--- src/rtl/sram_axi_bridge_pkg.sv ---
// sram_axi_bridge_pkg: shared FSM encodings, AXI IDs and fixed AXI field values
// Used by sram_axi_bridge (read FSM, arbitration) and axi_wr_channel (write FSM).
package sram_axi_bridge_pkg;
  typedef enum logic [1:0] {R_IDLE, R_AR, R_R} rd_state_t;
  typedef enum logic [1:0] {W_IDLE, W_REQ, W_B} wr_state_t;
  localparam logic [3:0] ID_INST   = 4'd0;
  localparam logic [3:0] ID_DATA   = 4'd1;
  localparam logic [7:0] AXI_LEN   = 8'd0;
  localparam logic [1:0] AXI_BURST = 2'b01;
  localparam logic [1:0] AXI_LOCK  = 2'b00;
  localparam logic [3:0] AXI_CACHE = 4'd0;
  localparam logic [2:0] AXI_PROT  = 3'd0;
endpackage

--- src/rtl/sram_axi_bridge_axi_wr_channel.sv ---
// axi_wr_channel: single-beat AXI write FSM with latched payload and independent AW/W handshakes
// Ports: clk, reset (sync, active-high); i_start launches a write with i_addr/i_size/i_wdata/i_wstrb
// (only honoured in W_IDLE, reported by o_idle); AW/W/B channel valids, readies and payload.
module axi_wr_channel
  import sram_axi_bridge_pkg::*;
(
  input  logic        clk,
  input  logic        reset,
  input  logic        i_start,
  input  logic [31:0] i_addr,
  input  logic [1:0]  i_size,
  input  logic [31:0] i_wdata,
  input  logic [3:0]  i_wstrb,
  input  logic        i_awready,
  input  logic        i_wready,
  input  logic        i_bvalid,
  output logic        o_idle,
  output logic [31:0] o_awaddr,
  output logic [2:0]  o_awsize,
  output logic        o_awvalid,
  output logic [31:0] o_wdata,
  output logic [3:0]  o_wstrb,
  output logic        o_wvalid,
  output logic        o_bready
);
  wr_state_t   r_state, w_next;
  logic        r_aw_done, r_w_done;
  logic [31:0] r_addr, r_wdata;
  logic [1:0]  r_size;
  logic [3:0]  r_wstrb;
  logic        w_aw_fire, w_w_fire;
  assign w_aw_fire = o_awvalid & i_awready;
  assign w_w_fire  = o_wvalid & i_wready;
  assign o_awaddr  = r_addr;
  assign o_awsize  = {1'b0, r_size};
  assign o_wdata   = r_wdata;
  assign o_wstrb   = r_wstrb;
  always_ff @(posedge clk)
    r_state <= reset ? W_IDLE : w_next;
  // AW and W may complete in either order or together; leave only once both are done.
  always_comb begin
    w_next = r_state;
    case (r_state)
      W_IDLE:  w_next = i_start ? W_REQ : W_IDLE;
      W_REQ:   w_next = ((r_aw_done | w_aw_fire) & (r_w_done | w_w_fire)) ? W_B : W_REQ;
      W_B:     w_next = i_bvalid ? W_IDLE : W_B;
      default: w_next = W_IDLE;
    endcase
  end
  always_comb begin
    o_idle    = r_state == W_IDLE;
    o_awvalid = (r_state == W_REQ) & !r_aw_done;
    o_wvalid  = (r_state == W_REQ) & !r_w_done;
    o_bready  = r_state == W_B;
  end
  always_ff @(posedge clk) begin
    if (reset) begin
      r_aw_done <= 1'b0;
      r_w_done  <= 1'b0;
      r_addr    <= '0;
      r_size    <= '0;
      r_wdata   <= '0;
      r_wstrb   <= '0;
    end else begin
      r_aw_done <= (w_next == W_REQ) & (r_aw_done | w_aw_fire);
      r_w_done  <= (w_next == W_REQ) & (r_w_done | w_w_fire);
      if (i_start && r_state == W_IDLE) begin
        r_addr  <= i_addr;
        r_size  <= i_size;
        r_wdata <= i_wdata;
        r_wstrb <= i_wstrb;
      end
    end
  end
endmodule

--- src/rtl/sram_axi_bridge.sv ---
// sram_axi_bridge: merges inst/data SRAM-like ports into one single-beat AXI3 master
// Ports: clk, reset (sync, active-high); inst_sram_* and data_sram_* request/handshake ports;
// AXI3 AR/R/AW/W/B channels. Define BRIDGE_DATA_PRIO_EN for fixed data-over-inst read
// priority; otherwise reads are arbitrated round-robin.
module sram_axi_bridge
  import sram_axi_bridge_pkg::*;
(
  input  logic        clk,
  input  logic        reset,
  input  logic        inst_sram_req,
  input  logic        inst_sram_wr,
  input  logic [1:0]  inst_sram_size,
  input  logic [3:0]  inst_sram_wstrb,
  input  logic [31:0] inst_sram_addr,
  input  logic [31:0] inst_sram_wdata,
  output logic        inst_sram_addr_ok,
  output logic        inst_sram_data_ok,
  output logic [31:0] inst_sram_rdata,
  input  logic        data_sram_req,
  input  logic        data_sram_wr,
  input  logic [1:0]  data_sram_size,
  input  logic [3:0]  data_sram_wstrb,
  input  logic [31:0] data_sram_addr,
  input  logic [31:0] data_sram_wdata,
  output logic        data_sram_addr_ok,
  output logic        data_sram_data_ok,
  output logic [31:0] data_sram_rdata,
  output logic [3:0]  arid,
  output logic [31:0] araddr,
  output logic [7:0]  arlen,
  output logic [2:0]  arsize,
  output logic [1:0]  arburst,
  output logic [1:0]  arlock,
  output logic [3:0]  arcache,
  output logic [2:0]  arprot,
  output logic        arvalid,
  input  logic        arready,
  input  logic [3:0]  rid,
  input  logic [31:0] rdata,
  input  logic [1:0]  rresp,
  input  logic        rlast,
  input  logic        rvalid,
  output logic        rready,
  output logic [3:0]  awid,
  output logic [31:0] awaddr,
  output logic [7:0]  awlen,
  output logic [2:0]  awsize,
  output logic [1:0]  awburst,
  output logic [1:0]  awlock,
  output logic [3:0]  awcache,
  output logic [2:0]  awprot,
  output logic        awvalid,
  input  logic        awready,
  output logic [3:0]  wid,
  output logic [31:0] wdata,
  output logic [3:0]  wstrb,
  output logic        wlast,
  output logic        wvalid,
  input  logic        wready,
  input  logic [3:0]  bid,
  input  logic [1:0]  bresp,
  input  logic        bvalid,
  output logic        bready
);
  rd_state_t   r_rstate, w_rnext;
  logic        r_data_busy;
  logic [31:0] r_araddr;
  logic [2:0]  r_arsize;
  logic [3:0]  r_arid;
  logic        w_inst_elig, w_data_elig, w_grant_inst, w_grant_data;
  logic        w_wr_idle, w_wr_start, w_unused;
  assign w_unused = ^{inst_sram_wr, inst_sram_wstrb, inst_sram_wdata, rresp, rlast, bid, bresp};
  assign w_inst_elig = inst_sram_req & (r_rstate == R_IDLE);
  assign w_data_elig = data_sram_req & !data_sram_wr & (r_rstate == R_IDLE) & !r_data_busy;
`ifdef BRIDGE_DATA_PRIO_EN
  assign w_grant_data = w_data_elig;
`else
  // r_rr_last: 1 = data won the last read grant, so inst wins the next contention.
  logic r_rr_last;
  assign w_grant_data = w_data_elig & (!w_inst_elig | !r_rr_last);
  always_ff @(posedge clk)
    if (reset) r_rr_last <= 1'b0;
    else if (w_grant_inst | w_grant_data) r_rr_last <= w_grant_data;
`endif
  assign w_grant_inst = w_inst_elig & !w_grant_data;
  // Data writes bypass read arbitration; data_busy keeps the data port to one outstanding.
  assign w_wr_start        = data_sram_req & data_sram_wr & w_wr_idle & !r_data_busy;
  assign inst_sram_addr_ok = w_grant_inst;
  assign data_sram_addr_ok = w_grant_data | w_wr_start;
  assign inst_sram_data_ok = rvalid & rready & (rid == ID_INST);
  assign data_sram_data_ok = (rvalid & rready & (rid == ID_DATA)) | (bvalid & bready);
  assign inst_sram_rdata   = rdata;
  assign data_sram_rdata   = rdata;
  assign arid    = r_arid;
  assign araddr  = r_araddr;
  assign arsize  = r_arsize;
  assign arlen   = AXI_LEN;
  assign arburst = AXI_BURST;
  assign arlock  = AXI_LOCK;
  assign arcache = AXI_CACHE;
  assign arprot  = AXI_PROT;
  assign awid    = ID_DATA;
  assign awlen   = AXI_LEN;
  assign awburst = AXI_BURST;
  assign awlock  = AXI_LOCK;
  assign awcache = AXI_CACHE;
  assign awprot  = AXI_PROT;
  assign wid     = ID_DATA;
  assign wlast   = 1'b1;
  always_ff @(posedge clk)
    r_rstate <= reset ? R_IDLE : w_rnext;
  always_comb begin
    w_rnext = r_rstate;
    case (r_rstate)
      R_IDLE:  w_rnext = (w_grant_inst | w_grant_data) ? R_AR : R_IDLE;
      R_AR:    w_rnext = arready ? R_R : R_AR;
      R_R:     w_rnext = rvalid ? R_IDLE : R_R;
      default: w_rnext = R_IDLE;
    endcase
  end
  always_comb begin
    arvalid = r_rstate == R_AR;
    rready  = r_rstate == R_R;
  end
  always_ff @(posedge clk) begin
    if (reset) begin
      r_araddr    <= '0;
      r_arsize    <= '0;
      r_arid      <= '0;
      r_data_busy <= 1'b0;
    end else begin
      r_data_busy <= data_sram_addr_ok ? 1'b1 : data_sram_data_ok ? 1'b0 : r_data_busy;
      if (w_grant_inst | w_grant_data) begin
        r_araddr <= w_grant_data ? data_sram_addr : inst_sram_addr;
        r_arsize <= {1'b0, w_grant_data ? data_sram_size : inst_sram_size};
        r_arid   <= w_grant_data ? ID_DATA : ID_INST;
      end
    end
  end
  axi_wr_channel u_wr (
    .clk       (clk),
    .reset     (reset),
    .i_start   (w_wr_start),
    .i_addr    (data_sram_addr),
    .i_size    (data_sram_size),
    .i_wdata   (data_sram_wdata),
    .i_wstrb   (data_sram_wstrb),
    .i_awready (awready),
    .i_wready  (wready),
    .i_bvalid  (bvalid),
    .o_idle    (w_wr_idle),
    .o_awaddr  (awaddr),
    .o_awsize  (awsize),
    .o_awvalid (awvalid),
    .o_wdata   (wdata),
    .o_wstrb   (wstrb),
    .o_wvalid  (wvalid),
    .o_bready  (bready)
  );
endmodule

--- config.mk ---
export PLATFORM = sky130hd
export DESIGN_NAME = sram_axi_bridge
export DESIGN_NICKNAME = d
export VERILOG_FILES = /design/src/rtl/sram_axi_bridge_pkg.sv /design/src/rtl/sram_axi_bridge_axi_wr_channel.sv /design/src/rtl/sram_axi_bridge.sv
export SDC_FILE = /design/constraint.sdc
export NUM_CORES = 1
export LEC_CHECK = 0
export CAP_MARGIN = 25
export CORE_AREA = 2 2 165 167
export DETAILED_ROUTE_END_ITERATION = 6
export DIE_AREA = 0 0 167 169
export HOLD_SLACK_MARGIN = 0.1
export SYNTH_ARGS = -nofsm -noshare
export SYNTH_HDL_FRONTEND = slang
export SYNTH_HIERARCHICAL = 1
export SYNTH_SLANG_ARGS = --single-unit
--- constraint.sdc ---
create_clock -name clk -period 1.6 [get_ports clk]
set_input_delay 0.32 -clock clk [delete_from_list [all_inputs] [get_ports clk]]
set_output_delay 0.32 -clock clk [all_outputs]
set_load 0.05 [all_outputs]
Word level (Yosys, flattened, before mapping)
Cells that the tools add are included.
{"block": "op_classes", "eq_ne": 6, "n_mux": 13, "n_bitwise": 26, "n_reduce_logical": 12}
{"op": "two-way mux 32 bit", "count": 1}
{"op": "bitwise AND 1 bit", "count": 20}
{"op": "one-hot mux 2 bit (3 select lines)", "count": 2}
{"op": "two-way mux 2 bit", "count": 5}
{"op": "logical NOT 1 bit", "count": 7}
{"op": "equality test 2 x 1 -> 1 bit, second input constant", "count": 3}
{"op": "bitwise OR 1 bit", "count": 6}
{"op": "two-way mux 1 bit", "count": 5}
{"op": "equality test 2 bit, second input constant", "count": 2}
{"op": "equality test 4 x 1 -> 1 bit, second input constant", "count": 1}
{"op": "logical NOT 2 bit", "count": 2}
{"op": "logical NOT 4 bit", "count": 1}
{"op": "nonzero test 2 bit", "count": 1}
{"op": "logical AND 1 bit", "count": 1}
{"block": "word_totals", "ff_bits": 116, "inputBits": 196, "output_inout_bits": 230, "elab_cells": 70}

Longest topological paths before layout
{"block": "logic_depth", "ltp_word": 10, "ltp_mapped": 7, "depth_no_buf": 5}

By module
The synthesis kept the hierarchy.
{"module": "sram_axi_bridge", "n_inst": 1, "cells_each": 350, "area_per_inst_um2": 2906.5, "seq_area_each_um2": 760.7}
{"module": "axi_wr_channel", "n_inst": 1, "cells_each": 328, "area_per_inst_um2": 2628.8, "seq_area_each_um2": 1481.4}

Worst setup path after synthesis
OpenSTA, ideal clock, no wires.
{"block": "synth_timing", "kind": "flip-flop to output port", "from": "register r_rstate[0]", "to": "output port inst_sram_addr_ok", "t_arrival_ps": 2086, "t_required_ps": 1280, "setup_slack_ps": -806, "path_stages_with_launch": 4, "n_path_buf": 1, "cell_sequence": "dfxtp_1 nor3b_4 buf_2 a21boi_0"}
{"block": "synth_between", "elab_chain_cells": 7, "word_cells_on_any_way": 9, "classes_between": "6 x bitwise; 3 x reduce/logical"}
{"item": "start, declared", "line_no": "sram_axi_bridge.sv:65", "source": "rd_state_t r_rstate, w_rnext;"}
{"item": "start signal, assigned", "line_no": "sram_axi_bridge.sv:111", "source": "r_rstate <= reset ? R_IDLE : w_rnext;"}
{"item": "logical NOT 2 bit (*)", "line_no": "sram_axi_bridge.sv:73, sram_axi_bridge.sv:74"}
{"item": "bitwise AND 1 bit", "line_no": "sram_axi_bridge.sv:73", "source": "assign w_inst_elig = inst_sram_req & (r_rstate == R_IDLE);"}
{"item": "logical NOT 1 bit", "line_no": "sram_axi_bridge.sv:80", "source": "assign w_grant_data = w_data_elig & (!w_inst_elig | !r_rr_last);"}
{"item": "bitwise OR 1 bit", "line_no": "sram_axi_bridge.sv:80"}
{"item": "bitwise AND 1 bit", "line_no": "sram_axi_bridge.sv:80"}
{"item": "logical NOT 1 bit", "line_no": "sram_axi_bridge.sv:85", "source": "assign w_grant_inst = w_inst_elig & !w_grant_data;"}
{"item": "bitwise AND 1 bit (*)", "line_no": "sram_axi_bridge.sv:85"}
{"item": "end, declared", "line_no": "sram_axi_bridge.sv:16", "source": "output logic inst_sram_addr_ok,"}
Every way passes the cells marked *; elsewhere a longest branch is shown, timed or not.

Worst setup path in the final report
{"block": "layout_timing", "from": "register r_rstate[0]", "to": "output port data_sram_data_ok"}
{"block": "layout_between", "elab_chain_cells": 4}
{"item": "equality test 2 bit", "line_no": "sram_axi_bridge.sv:123", "source": "rready = r_rstate == R_R;"}
{"item": "bitwise AND 1 bit (2 in a row)", "line_no": "sram_axi_bridge.sv:91", "source": "assign data_sram_data_ok = (rvalid & rready & (rid == ID_DATA)) | (bvalid & bready);"}
{"item": "bitwise OR 1 bit", "line_no": "sram_axi_bridge.sv:91"}
{"item": "end, declared", "line_no": "sram_axi_bridge.sv:26", "source": "output logic data_sram_data_ok,"}
Every way passes these cells.

==> run metrics <==
failing checks setup timing; post-route cell area 0.008971 mm^2; xor and xnor area share after synthesis 0; Synth Cell Area 0.005535 mm^2; number of synthesized register bits 112; Worst-path clk slew 0.09 ns; final hold violations 0; Flop pwr share 0.352; Top-Level Pins 426; ANT nets after route 0; crit-path leading delay family buffers and inverters; WL met1 8868 um; # rows 60; Crit Path Category reg -> out; clock group share of total power 0.259; pwr dens 1004 mW/mm^2; internal power 5.543 mW; max layer used met4; WL final 21940 um; Fill cells 2765; Max Clock Skew 0.01169 ns; Synth Area in Compound Gates 0.2143; outcome finished with violations; leakage 3.551 nW; final worst setup slack -0.2906 ns; RePlAce Congestion 0.7497; Worst Path Required 1.28 ns; Clock Tree Buf Depth 2; Hold Path Origin reset; syn_area_per_cell 8.164 um^2; # setup viols final 110; WL/cell 17.80 um; Crit-path slowest cell dfxtp_2; final net count 1081; die height 169 um; post-synthesis instance total 678; path type of the worst min-delay path in -> reg; Initial Util 0.2089; Worst setup SP type register; total power 9.007 mW; Crit. End Element output port; Root Buffer clkbuf_16; met3 wire length 1690 um; CP Cell Sequence buf_6 -> buf_4 -> buf_6 -> nor2b_4 -> a32o_2 -> buf_12; GRT Total Usage 0.1443; final period utilization 1.182; largest cells by area after synthesis dfxtp_1 41%, buf_4 16%, nand2_1 9.6%, a21oi_1 6.8%, a311oi_1 5.4%; htree depth 3; Setup crit start r_rstate[0]; worst-path maximum fanout 4; IR drop worst, VDD 414.1 uV; max cap viols 0; grt ovf 0; cts bufs inserted 9; NetSw 3.464 mW; post-synthesis mux area share 0; DRC viols 0; Starting DRT DRC Count 390; CTS tree done; switching part of the total 0.3846; post-layout min period 1.891 ns; Post-Place Setup Slack -0.5285 ns; RSZ-0062 raised after global routing true; core area 0.02650 mm^2; routed vias/inst 4.406; slowest cell delay on critical path 0.33 ns; clock latency at the later pin of the worst-skew pair 0.36 ns; layout cells sized above 1 0.3494; largest net degree at the start of global routing 34; launch point of the worst reg-to-reg path r_data_busy; die area 0.02822 mm^2; vias in the first global route 5321; TNS Setup -16.34 ns; via count 5433; main combinational cell family by area after synthesis buffers and inverters; simple-gate share of the synthesized area 0.1555; crit-path most repeated cell buf_6; worst path buffer plus inverter count 4; Worst path depth 6; Seq/Total Area, Yosys 0.4051; largest area contributor in the netlist dfxtp_1; Synth top area share 0.4051; P&R area growth vs syn 62.07%; Die X 167 um; routed wl met2 10910 um; initial antenna violation count 2; worst-case reg-to-reg path depth 7; CTS sink cnt 112; combinational power share 0.389; hold_ws 0.3569 ns; count of cell types in the netlist 34; first-pass GRT wire length 31380 um; final HPWL from detailed placement 14800 um; Hold Crit Depth 2; CTS hold repair buffers 0; Max Fclk 528.9 MHz; Synth Warn # 6; port bufs 231; placed cell area 0.007812 mm^2; Synth Area in Adders 0; crit path DAT 1.57 ns; first-pass iteration count of the detailed router 4; Final Max Slew Viols 0
## power groups by stage
stage | Clock (mW) | Combinational (mW) | Sequential [mW]
floorplan | 0 | 1.64 | 3.94
global placement | 0 | 3.07 | 3.21
detailed placement | 0 | 3.08 | 3.21
CTS | 2.42 | 3.39 | 3.16
global route | 2.51 | 3.69 | 3.20
finish | 2.33 | 3.51 | 3.17
## state kept, by name, summed over array words and instances, names as in the netlist
name	cells
u_wr/r_aw_done	1
u_wr/o_awaddr	32
u_wr/r_state	2
r_rr_last	1
araddr	32
arsize	2
r_rstate	2
r_data_busy	1
u_wr/r_w_done	1
u_wr/o_wdata	32
u_wr/r_size	2
u_wr/o_wstrb	4
## per-stage QoR
stage / util / instances
final: 0.3385 / 1233
after global placement: 0.2948 / 1186
after floorplan: - / 727
after detailed placement: 0.2948 / 1186
after CTS: 0.3255 / 1225
after global routing: 0.3385 / 1233
## timing repair
action	in CTS	in global routing
buffers inserted	15	4
pin swaps	7	6
cloned	9	4
gates resized for setup	54	74
endpoints found under the setup margin	112	114
## cells in the final DEF (no fill, tap or decap), types with 5 or more instances in the layout
master / synthesis / final
a211oi_1: 35 / 35
nand2_2: 0 / 41
buf_12: 0 / 32
a21oi_2: 1 / 8
conb_1: 3 / 52
a311oi_1: 34 / 29
buf_4: 117 / 145
dlygate4sd2_1: 0 / 6
buf_16: 0 / 5
nand2_1: 141 / 89
clkdlybuf4s50_1: 0 / 110
buf_6: 14 / 14
a21oi_1: 75 / 66
nand3_1: 34 / 34
dfxtp_1: 112 / 108
o21ai_1: 30 / 31
clkbuf_16: 0 / 12
a311oi_2: 0 / 5
nand2_4: 0 / 11
## synthesized netlist by cell type (all sizes together)
master / count
or3b: 1
inv: 4
o2bb2ai: 1
a21o: 2
and4b: 1
a21oi: 76
nand2b: 2
a22oi: 1
nor2: 6
a21boi: 1
nor4b: 2
buf: 152
nor3: 2
nor2b: 6
a211oi: 35
clkbuf: 21
a311oi: 34
nor3b: 2
o22ai: 2
o21ai: 34
conb: 3
nand2: 141
dfxtp: 112
a32o: 1
o21ba: 1
nand3: 34
or4b: 1
## final timing paths
| check | to | slack, ns |
|---|---|---|
| setup / recovery | data_sram_data_ok | -0.29 |
| hold / removal | u_wr/o_wdata[15] | 0.36 |
| setup reg to reg | u_wr/o_wdata[28] | -0.26 |
| hold reg to reg | u_wr/o_awaddr[10] | 0.46 |
## layout make-up
type / count / area (um^2) / share of cell area
Clock inverter: 6 / 53.80 / 0.005997
Tap cell: 341 / 426.7 / 0.04756
Sequential cell: 112 / 2247 / 0.2505
Timing Repair Buffer: 320 / 3381 / 0.3768
Inverter: 4 / 15.01 / 0.001674
Antenna cell: 2 / 5.005 / 0.0005579
Multi-Input combinational cell: 438 / 2604 / 0.2902
Clock buffer: 10 / 239.0 / 0.02664
## layer usage
layer	track usage	vias up
met5	0	-
met4	0.04873	0
met3	0.04185	34
met2	0.2503	236
met1	0.1706	2565
li1	-	2598
## kinds of logic (layout without fill, tap and decap cells)
| logic type | after synthesis | count (layout) |
|---|---|---|
| other cells | 3 | 54 |
| buf+inv | 177 | 340 |
| simple gates | 198 | 198 |
| flops | 112 | 112 |
| compound gates | 188 | 188 |
Note: power is estimated with default switching activity, not from simulation.
